--- src/rtl/linear_layer_pkg.sv ---
// linear_layer_pkg: shared types, constants and helpers for the i4xi4 linear layer
package linear_layer_pkg;
  localparam int START_FIFO_DEPTH = 2;
  typedef logic [0:0] token_t;
  function automatic int clog2_p1(input int depth);
    return $clog2(depth) + 1;
  endfunction
endpackage

--- src/rtl/linear_layer_start_token_srl.sv ---
// linear_layer_start_token_srl: shift-register token store, new token at slot 0, async read
module linear_layer_start_token_srl #(
  parameter int DATA_WIDTH = 1,
  parameter int ADDR_WIDTH = 1,
  parameter int DEPTH = 2
) (
  input  logic                  clk,
  input  logic                  we,
  input  logic [ADDR_WIDTH-1:0] addr,
  input  logic [DATA_WIDTH-1:0] din,
  output logic [DATA_WIDTH-1:0] dout
);
  logic [DATA_WIDTH-1:0] mem [DEPTH];
  // every write shifts older tokens one slot deeper; contents are never reset
  always_ff @(posedge clk) begin
    if (we) begin
      mem[0] <= din;
      for (int i = 1; i < DEPTH; i++) mem[i] <= mem[i-1];
    end
  end
  assign dout = mem[addr];
endmodule

--- src/rtl/linear_layer_start_token_fifo.sv ---
// linear_layer_start_token_fifo: show-ahead start-token FIFO controller over a shift-register store
module linear_layer_start_token_fifo
  import linear_layer_pkg::*;
#(
  parameter int DATA_WIDTH = 1,
  parameter int ADDR_WIDTH = 1,
  parameter int DEPTH = START_FIFO_DEPTH
) (
  input  logic                  clk,
  input  logic                  rst_n,
  input  logic                  if_write,
  input  logic [DATA_WIDTH-1:0] if_din,
  output logic                  if_full_n,
  input  logic                  if_read,
  output logic [DATA_WIDTH-1:0] if_dout,
  output logic                  if_empty_n,
  output logic [ADDR_WIDTH:0]   if_num_data_valid,
  output logic [ADDR_WIDTH:0]   if_fifo_cap
);
  if (DEPTH < 2 || clog2_p1(DEPTH) > ADDR_WIDTH + 1) begin : g_bad_depth
    $fatal(1, "linear_layer_start_token_fifo: DEPTH must be in 2..2**ADDR_WIDTH");
  end
  localparam logic [ADDR_WIDTH:0] CAP = (ADDR_WIDTH+1)'(DEPTH);
  logic [ADDR_WIDTH:0]   count_q, count_d, count_m1;
  logic                  empty_n_q, full_n_q, push, pop;
  logic [ADDR_WIDTH-1:0] addr;
  // accept requests only against registered flags; the oldest token sits at slot count-1
  always_comb begin
    push = if_write & full_n_q;
    pop = if_read & empty_n_q;
    count_d = (push && !pop) ? count_q + 1'b1 : (pop && !push) ? count_q - 1'b1 : count_q;
    count_m1 = count_q - 1'b1;
    addr = (count_q == '0) ? '0 : count_m1[ADDR_WIDTH-1:0];
  end
  // occupancy and flags, flags precomputed from the next count so they are registered
  always_ff @(posedge clk) begin
    if (!rst_n) begin
      count_q <= '0;
      empty_n_q <= 1'b0;
      full_n_q <= 1'b1;
    end else begin
      count_q <= count_d;
      empty_n_q <= (count_d != '0);
      full_n_q <= (count_d != CAP);
    end
  end
  linear_layer_start_token_srl #(
    .DATA_WIDTH(DATA_WIDTH),
    .ADDR_WIDTH(ADDR_WIDTH),
    .DEPTH(DEPTH)
  ) u_srl (
    .clk(clk),
    .we(push),
    .addr(addr),
    .din(if_din),
    .dout(if_dout)
  );
  assign if_full_n = full_n_q;
  assign if_empty_n = empty_n_q;
  assign if_num_data_valid = count_q;
  assign if_fifo_cap = CAP;
endmodule

--- config.mk ---
export PLATFORM = sky130hd
export DESIGN_NAME = linear_layer_start_token_fifo
export DESIGN_NICKNAME = d
export VERILOG_FILES = /design/src/rtl/linear_layer_pkg.sv /design/src/rtl/linear_layer_start_token_srl.sv /design/src/rtl/linear_layer_start_token_fifo.sv
export SDC_FILE = /design/constraint.sdc
export NUM_CORES = 1
export LEC_CHECK = 0
export BUFFER_PORTS_ARGS = -buffer_cell sky130_fd_sc_hd__buf_4
export CORE_AREA = 2 2 39 41
export CTS_CLUSTER_SIZE = 10
export DETAILED_ROUTE_END_ITERATION = 6
export DIE_AREA = 0 0 41 43
export PLACE_DENSITY = 0.57
export SLEW_MARGIN = 20
export SYNTH_ARGS = -nofsm -noshare
export SYNTH_HDL_FRONTEND = slang
export SYNTH_HIERARCHICAL = 1
export SYNTH_SLANG_ARGS = --single-unit
--- constraint.sdc ---
create_clock -name clk -period 2.2 [get_ports clk]
set_clock_uncertainty 0.05 [all_clocks]
set_input_delay 0 -clock clk [delete_from_list [all_inputs] [get_ports clk]]
set_output_delay 0 -clock clk [all_outputs]
set_load 0.1 [all_outputs]
==> results.toml <==
[status]
status = "finished, final reports clean"

[routing]
drc = 0
num_vias = 259
drt_iter0_markers = 0
dr.pass1.iters = 1
ant_nets = 0
viasPerCell = 4.18
routed_wl_microns = 631
drt-wirelength-per-cell_microns = 10.2

[logic_synthesis]
synth_area_sq_um = 383
syn_area_per_cell_sq_um = 10.9
syn-num-nets = 41
netlist_instances = 35
ys_ff_latch = 6
synth.yosys.warnings = 6
synth_cell_types = 26
synth-seq-area-share_pct = 36.6

[sta]
fin_hold_ws_ns = 0.126
timing.final.crit_period_ns = 1.55
period_share_pct = 70.5
finalSetupTns_ns = 0
fmax_mhz = 645
hold_violations = 0
grt_setup_unrepaired = "no"
finalMaxSlewViolations = 0
setup_viol = 0

[placement]
hpwl_microns = 483
place_congestion = 0.776
dpl.cell_count = 57
port_buffers = 9

[layout]
drive_gt1_share_pct = 37.0
final_cell_count_no_fill = 62
diodes = 0
mostFrequentLayoutCell = "buf_4"
layout_common_cells = "9 x buf_4, 4 x dfxtp_1, 3 x clkbuf_4"
nets = 54
area_growth_pct = 24.8

[grt]
grt_overflow = 0
grt_pass1_wl_microns = 1090
grt_pass1_vias = 280
gr-usage-all-layers_pct = 9.54
antenna_found_initial = 0
grt_max_degree = 8

[setup_path]
worstSetupEndpointType = "primary output"
worstPathRequired_ns = 2.15
arrival_ns = 1.50
path_max_fanout = 7
timing.rr.start = "if_num_data_valid[0]"
reg2reg_depth = 4
cp-start-kind = "register"
ff2ff_setup_slack_ns = 0.78
critPathKind = "reg -> out"
r2r-end = "if_num_data_valid[1]"

[clock_network]
cts_root_buffer = "clkbuf_4"
clk_latency_ns = 0.24
cts.htree.levels = 1
cts-resized-gates = 0
cts_buffers = 3
cts_tree = "done"
cts_hold_buf = 2
post_cts_buffers = 0
clk_pin_slew_worst_paths_ns = 0.04
clockBufferDepth = 2
cts_sinks = 6

[min_path]
holdPathEnd = "u_srl/mem[0]"
hp-class = "in -> reg"
worstHoldStart = "if_write"
hold_depth = 3

[floorplanning]
core_sq_um = 1380
pin_count = 12
die_height_microns = 43
die_x_microns = 41
rows = 14
initial_utilization_pct = 27.7
dieArea_sq_um = 1760

[pwr]
power.internal_mw = 0.349
swShare_pct = 54.3
power.leakage_nw = 0.212
ir_worst_vdd_mv = 0.367
combPwrFrac_pct = 62.6
p_per_area_nw_per_um2 = 1590
clock_power_share_pct = 12.8
p_seq_share_pct = 24.6
switchingPower_mw = 0.413

[run]
maxCapViolCount = 0
-- flip-flops by register name, summed over array words and instances (netlist names) --
name and flops:
if_empty_n 1, if_full_n 1, if_num_data_valid 2, u_srl/mem 2
-- cell usage after synthesis --
library cell  number  area, sq um
and2_4             1         8.76
a211o_1            1         8.76
dfxtp_1            4         80.1
nand2_4            1         11.3
nor3_1             1         5.00
a31oi_1            1         6.26
a21oi_1            1         5.00
buf_4              2         15.0
inv_1              2         7.51
mux2i_1            1         10.0
conb_1             2         7.51
nand2_1            1         3.75
xnor2_4            1         27.5
o31ai_1            1         7.51
buf_12             1         20.0
mux2_4             1         15.0
nand3_1            2         10.0
nor2_1             1         3.75
xnor2_1            1         8.76
and3_1             1         6.26
o21ai_0            2         10.0
nor2b_1            1         6.26
ha_1               1         12.5
nand2_8            1         20.0
edfxtp_1           2         60.1
or2_0              1         6.26
-- worst max path at each step --
stage / start / to / slack (ns) / depth (start not counted)
2_1_floorplan: if_num_data_valid[0] / if_num_data_valid[1] / 0.16 / 4
6_report: if_num_data_valid[0] / if_dout / 0.65 / 4
3_3_place_gp: if_num_data_valid[0] / if_num_data_valid[1] / 0.80 / 4
4_1_cts: if_num_data_valid[0] / if_dout / 0.65 / 4
5_1_grt: if_num_data_valid[0] / if_dout / 0.57 / 4
3_5_place_dp: if_num_data_valid[0] / if_num_data_valid[1] / 0.79 / 4
-- through the flow --
step           cell area [sq um]  total power [mW]  utilization, %  setup slack [ns]
2_1_floorplan                383             0.603               -             0.163
3_3_place_gp                 435             0.660            31.5             0.799
3_5_place_dp                 435             0.664            31.5             0.788
4_1_cts                      478             0.768            34.5             0.649
5_1_grt                      478             0.804            34.5             0.573
6_report                     478             0.762            34.5             0.649
-- routing by layer --
layer / wire, microns / vias up / global-route usage [%]
met3: 22 / 0 / 0
met5: 0 / - / 0
met4: 0 / 0 / 12.0
met1: 260 / 118 / 9.65
li1: - / 137 / -
met2: 349 / 4 / 14.7
-- cell type report --
type | instances | area (sq um)
Inverter | 2 | 7.51
Fill cell | 141 | 906
Sequential cell | 6 | 140
Tap cell | 16 | 20.0
Timing Repair Buffer | 11 | 87.6
Multi-Input combinational cell | 24 | 200
Clock buffer | 3 | 22.5
-- power groups by stage --
stage               sequential, mW  combinational [mW]  clock [mW]
floorplan                    0.369               0.234           0
global placement             0.186               0.474           0
detailed placement           0.188               0.476           0
CTS                          0.186               0.479       0.103
global route                 0.192               0.506       0.107
finish                       0.188               0.477      0.0976
-- logic make-up (layout without fill, tap and decap cells) --
group,after synthesis,in the layout,share of synthesized area [%]
and+or+nand+nor,11,11,21.2
AOI/OAI and AO/OA,6,6,9.80
DFF,6,6,36.6
buffers and inverters,5,16,11.1
other,2,2,1.96
xor gates and xnor gates,2,2,9.48
muxes,2,2,6.53
adders and majority gates,1,1,3.27
-- worst max-delay path, stage by stage, from the launching register on --
cell     delay (ns)
dfxtp_1        0.45
inv_1          0.07
ha_1           0.21
mux2_4         0.29
buf_4          0.23
Note: power is estimated with default switching activity, not from simulation.
